==> config.mk <==
export PLATFORM = sky130hd
export DESIGN_NAME = frame_seq_ctrl
export DESIGN_NICKNAME = d
export VERILOG_FILES = /design/src/rtl/frame_seq_ctrl.sv
export SDC_FILE = /design/constraint.sdc
export NUM_CORES = 1
export LEC_CHECK = 0
export CAP_MARGIN = 5
export CORE_MARGIN = 2
export CORE_UTILIZATION = 48
export DETAILED_ROUTE_END_ITERATION = 16
export GPL_TIMING_DRIVEN = 0
export PLACE_DENSITY = 0.83
export SETUP_SLACK_MARGIN = 0.05
export SYNTH_ARGS = -nofsm -noshare
export SYNTH_HDL_FRONTEND = slang
export SYNTH_SLANG_ARGS = --single-unit
export TNS_END_PERCENT = 100
==> constraint.sdc <==
create_clock -name clk_25k -period 2 [get_ports clk_25k]
set_clock_uncertainty 0.2 [all_clocks]
set_input_delay 0.4 -clock clk_25k [delete_from_list [all_inputs] [get_ports clk_25k]]
set_output_delay 0.4 -clock clk_25k [all_outputs]
set_load 0.02 [all_outputs]
==> src/rtl/frame_seq_ctrl.sv <==
// Frame sequencer: walks a position counter through FRAME_LEN cycles and
// produces registered start / shift / str / frame_done timing pulses.
// Runs continuous frames (mode=0) or one frame per trig (mode=1), can be
// paused with en and restarted with sync_clr; also counts completed frames.
//
// state | meaning
// ------+---------------------------------------------------------------
// IDLE  | stopped, cnt held at 0, pulses low, waiting for en (and trig)
// RUN   | advancing cnt one position per clock, decoding pulses
// PAUSE | en dropped mid-frame, cnt frozen, pulses low until en returns
module frame_seq_ctrl #(
    parameter int CNT_W     = 4,
    parameter int FRAME_LEN = 16,
    parameter int START_POS = 0,
    parameter int STR_POS   = 15,
    parameter int FCNT_W    = 8
) (
    input  logic              clk_25k,
    input  logic              rst,
    input  logic              en,
    input  logic              mode,
    input  logic              trig,
    input  logic              sync_clr,
    output logic              start,
    output logic              str,
    output logic              shift,
    output logic              frame_done,
    output logic              busy,
    output logic [CNT_W-1:0]  cnt,
    output logic [FCNT_W-1:0] frame_cnt
);

    typedef enum logic [1:0] {
        IDLE  = 2'd0,
        RUN   = 2'd1,
        PAUSE = 2'd2
    } state_t;

    localparam logic [CNT_W-1:0] LAST_C  = CNT_W'(FRAME_LEN - 1);
    localparam logic [CNT_W-1:0] START_C = CNT_W'(START_POS);
    localparam logic [CNT_W-1:0] STR_C   = CNT_W'(STR_POS);

    state_t state;

    // Sequencer state, position counter, frame counter and registered pulses.
    // Resuming from PAUSE with en high processes the held position on that
    // same edge, so a pause of N cycles delays the frame by exactly N cycles.
    always_ff @(posedge clk_25k or negedge rst) begin
        if (!rst) begin
            state      <= IDLE;
            cnt        <= '0;
            frame_cnt  <= '0;
            start      <= 1'b0;
            str        <= 1'b0;
            shift      <= 1'b0;
            frame_done <= 1'b0;
            busy       <= 1'b0;
        end else if (sync_clr) begin
            state      <= IDLE;
            cnt        <= '0;
            frame_cnt  <= '0;
            start      <= 1'b0;
            str        <= 1'b0;
            shift      <= 1'b0;
            frame_done <= 1'b0;
            busy       <= 1'b0;
        end else begin
            case (state)
                IDLE: begin
                    cnt        <= '0;
                    start      <= 1'b0;
                    str        <= 1'b0;
                    shift      <= 1'b0;
                    frame_done <= 1'b0;
                    if (en && (!mode || trig)) begin
                        state <= RUN;
                        busy  <= 1'b1;
                    end else begin
                        busy  <= 1'b0;
                    end
                end
                RUN, PAUSE: begin
                    if (!en) begin
                        state      <= PAUSE;
                        busy       <= 1'b1;
                        start      <= 1'b0;
                        str        <= 1'b0;
                        shift      <= 1'b0;
                        frame_done <= 1'b0;
                    end else begin
                        start      <= (cnt == START_C);
                        str        <= (cnt == STR_C);
                        shift      <= (cnt > START_C) && (cnt < STR_C);
                        frame_done <= (cnt == LAST_C);
                        if (cnt == LAST_C) begin
                            cnt       <= '0;
                            frame_cnt <= frame_cnt + FCNT_W'(1);
                            // mode only matters at the frame boundary
                            if (mode) begin
                                state <= IDLE;
                                busy  <= 1'b0;
                            end else begin
                                state <= RUN;
                                busy  <= 1'b1;
                            end
                        end else begin
                            cnt   <= cnt + CNT_W'(1);
                            state <= RUN;
                            busy  <= 1'b1;
                        end
                    end
                end
                default: begin
                    state      <= IDLE;
                    cnt        <= '0;
                    start      <= 1'b0;
                    str        <= 1'b0;
                    shift      <= 1'b0;
                    frame_done <= 1'b0;
                    busy       <= 1'b0;
                end
            endcase
        end
    end

endmodule

==> impl_results.md <==
- Syn Area/Cell: 10.10 um2
- Slowest cell delay on critical path: 610 ps
- Die ar.: 2350 um2
- Synthesized instance count: 94
- Setup Fix Bufs, Post-CTS: 0
- Hold Vio Cnt, Final: 0
- Slew @ Worst Pin: 798.2 ps
- Routed length per instance: 13.85 um
- Synthesized net count: 105
- Power Dens Cells: 544.4 nW/um2
- Hold path depth: 2
- Synth Flop Type: dfrtp_1
- Startpoint Class: flip-flop
- Crit. Startpoint: frame_cnt[7]
- CP bufs+invs: 1
- Crit end category: output port
- Peak supply drop: 371.9 uV
- Share of cells above drive strength 1: 10.00%
- Worst hold slack: 346.0 ps
- Gr usage total: 18.98%
- Final #Nets: 132
- Sw Ratio: 24.38%
- Hold path start: frame_cnt[7]
- CTS tree: done
- Final ANT Viol Nets: 0
- Worst hold path type: flip-flop to flip-flop
- Post-layout min period: 1871 ps
- Area growth syn-to-layout: 32.67%
- Synth warn: 0
- Port Buffers: 22
- Post-DP HPWL: 1466 um
- Endpoints failing setup: 0
- Register-to-Register Path Depth: 6
- Cell Chain, Critical Path: clkdlybuf4s50_1
- Io pins: 23
- Worst-Skew Late Latency: 300 ps
- Sequential Power Share: 54.7%
- Antenna violations before repair: 0
- RSZ-0062 raised after global routing: yes
- Outcome: finished, final reports clean
- Clock transition at path regs: 100 ps
- Logic pwr share: 12.5%
- Routed wire length: 2036 um
- Post-Syn Area: 949.7 um2
- Met2 Wirelength: 1038 um
- # rows: 16
- R2R Setup Slk: 140 ps
- Crit Path Max Fanout: 2
- Asr flop ratio synth: 100.0%
- H-tree Lvls: 1
- DRT met1 WL: 899 um
- Critical path depth: 1
- Top routing layer in use: met4
- RR Endpoint: frame_cnt[7]
- Pin count of the biggest net entering global routing: 19
- CP Class: flip-flop to output port
- Clk buf depth: 2
- Clk root buf: clkbuf_4
- Core area: 1922 um2
- DRC Markers: 0
- 1st-iter DRT viols: 7
- Die Span Y: 48.48 um
- Detailed route wirelength on metal3: 64 um
- Starting Density: 49.41%
- CP top delay family: buffers and inverters
- Cell Count Post-Placement: 143
- Hold EP: frame_cnt[7]
- Final cell count without fillers: 147
- Total number of vias: 771
- Critical Path RT: 1400 ps
- Antenna Cells: 0
- Die W: 48.48 um
- Via/cell ratio: 5.245
- Final period util: 93.55%
- Final-report max-slew violation count: 0
- Vias in the first global route: 758
- Hold buffers post-CTS: 0
- Max Clk Rate: 534.5 MHz
- Leakage Power: 0.6614 nW
- Worst EP arrival: 1270 ps
- Total power: 0.6860 mW
- Global route total overflow: 0
- Pint: 0.5187 mW
- Distinct cells, synth: 28
- Total CTS buffers: 3
- Sequential share of the synthesized area: 47.43%
- First-pass GRT wire length: 3401 um
- RePlAce Congestion: 0.7986
- Max-Cap Viols: 0
- Clock share of power: 32.8%
- Synth Register Bits: 18
- RR Startpoint: state[1]
- Switching Power: 0.1672 mW
- EDFF count, synth: 0
- DR pass1 iterations: 4
- Sink Count: 18
- Slew HR: 46.62%
- CP max stage cell: clkdlybuf4s50_1
[layer usage]
layer | track usage (%) | up-vias
li1 | - | 373
met1 | 23.98 | 371
met2 | 31.25 | 23
met3 | 4.012 | 4
met4 | 9.048 | 0
met5 | 0 | -
[what timing repair did]
action                                 CTS  global route
setup endpoints to repair                6             9
resized for setup                        6             9
endpoints found under the hold margin    0             0
[placed cells by master (no fill, tap or decap), types with 6 or more instances in the layout]
master           count
dfrtp_1             18
nor2_1              11
clkdlybuf4s50_1     10
inv_1                7
nand3_1              6
nor3_1               6
xnor2_1              6
nand2_1              6
dlygate4sd2_1        6
dlymetal6s2s_1       6
[cell usage after synthesis, types with 2 or more instances]
master | number | area [um2]
dfrtp_1 | 18 | 450.4
nor2_1 | 11 | 41.29
inv_1 | 7 | 26.28
nand2_1 | 6 | 22.52
nand3_1 | 6 | 30.03
nor3_1 | 6 | 30.03
xnor2_1 | 6 | 52.55
ha_1 | 5 | 62.56
a21oi_1 | 4 | 20.02
mux2i_1 | 4 | 40.04
buf_4 | 2 | 15.01
nand2b_1 | 2 | 12.51
o21ai_0 | 2 | 10.01
[per-stage QoR]
step / setup TNS, ps / utilization (%) / setup WS [ps] / cell area, um2
3_3_place_gp: -25.90 / 62.63 / -24.58 / 1204
6_report: 0 / 65.56 / 129.1 / 1260
4_1_cts: 0 / 64.13 / 51.20 / 1232
2_1_floorplan: 0 / - / 230.2 / 949.7
3_5_place_dp: -173.8 / 62.63 / -109.9 / 1204
5_1_grt: 0 / 65.56 / 9.705 / 1260
[layout make-up]
cell class                      count  area (um2)
Buffer                              3       18.77
Clock buffer                        4       36.28
Fill cell                         157       661.9
Inverter                            7       26.28
Multi-Input combinational cell     66       466.7
Sequential cell                    18       450.4
Tap cell                           27       33.78
Timing Repair Buffer               22       227.7
[cells by family (layout without fill, tap and decap cells)]
kind of cell               count (synthesis)  count (layout)  share of synthesized area (%)
AOI/OAI and AO/OA                         10              10                          6.852
DFF                                       18              18                          47.43
and+or+nand+nor                           40              40                          23.72
adders and majority gates                  5               5                          6.588
xor gates and xnor gates                   7               7                          6.456
muxes                                      4               4                          4.216
buffers and inverters                     10              36                          4.743
[registers in the layout, indices dropped and copies added (netlist names)]
name / count
cnt: 4
frame_cnt: 8
shift: 1
busy: 1
frame_done: 1
start: 1
state: 2
[power by group through the flow]
stage	Sequential [mW]	Clock (mW)	Combinational [mW]
after floorplan	0.387	0	0.0399
after global placement	0.382	0	0.0797
after detailed placement	0.382	0	0.0825
after CTS	0.375	0.230	0.0837
after global routing	0.376	0.245	0.0940
final	0.375	0.225	0.0859
[worst max-delay path by stage]
stage,endpoint,slack (ps)
floorplan,state[0],230
global placement,frame_cnt[6],-20
detailed placement,frame_cnt[4],-110
CTS,frame_cnt[7],50
global route,state[0],10
finish,frame_cnt[7],130
Power figures use the tool's default switching activity.
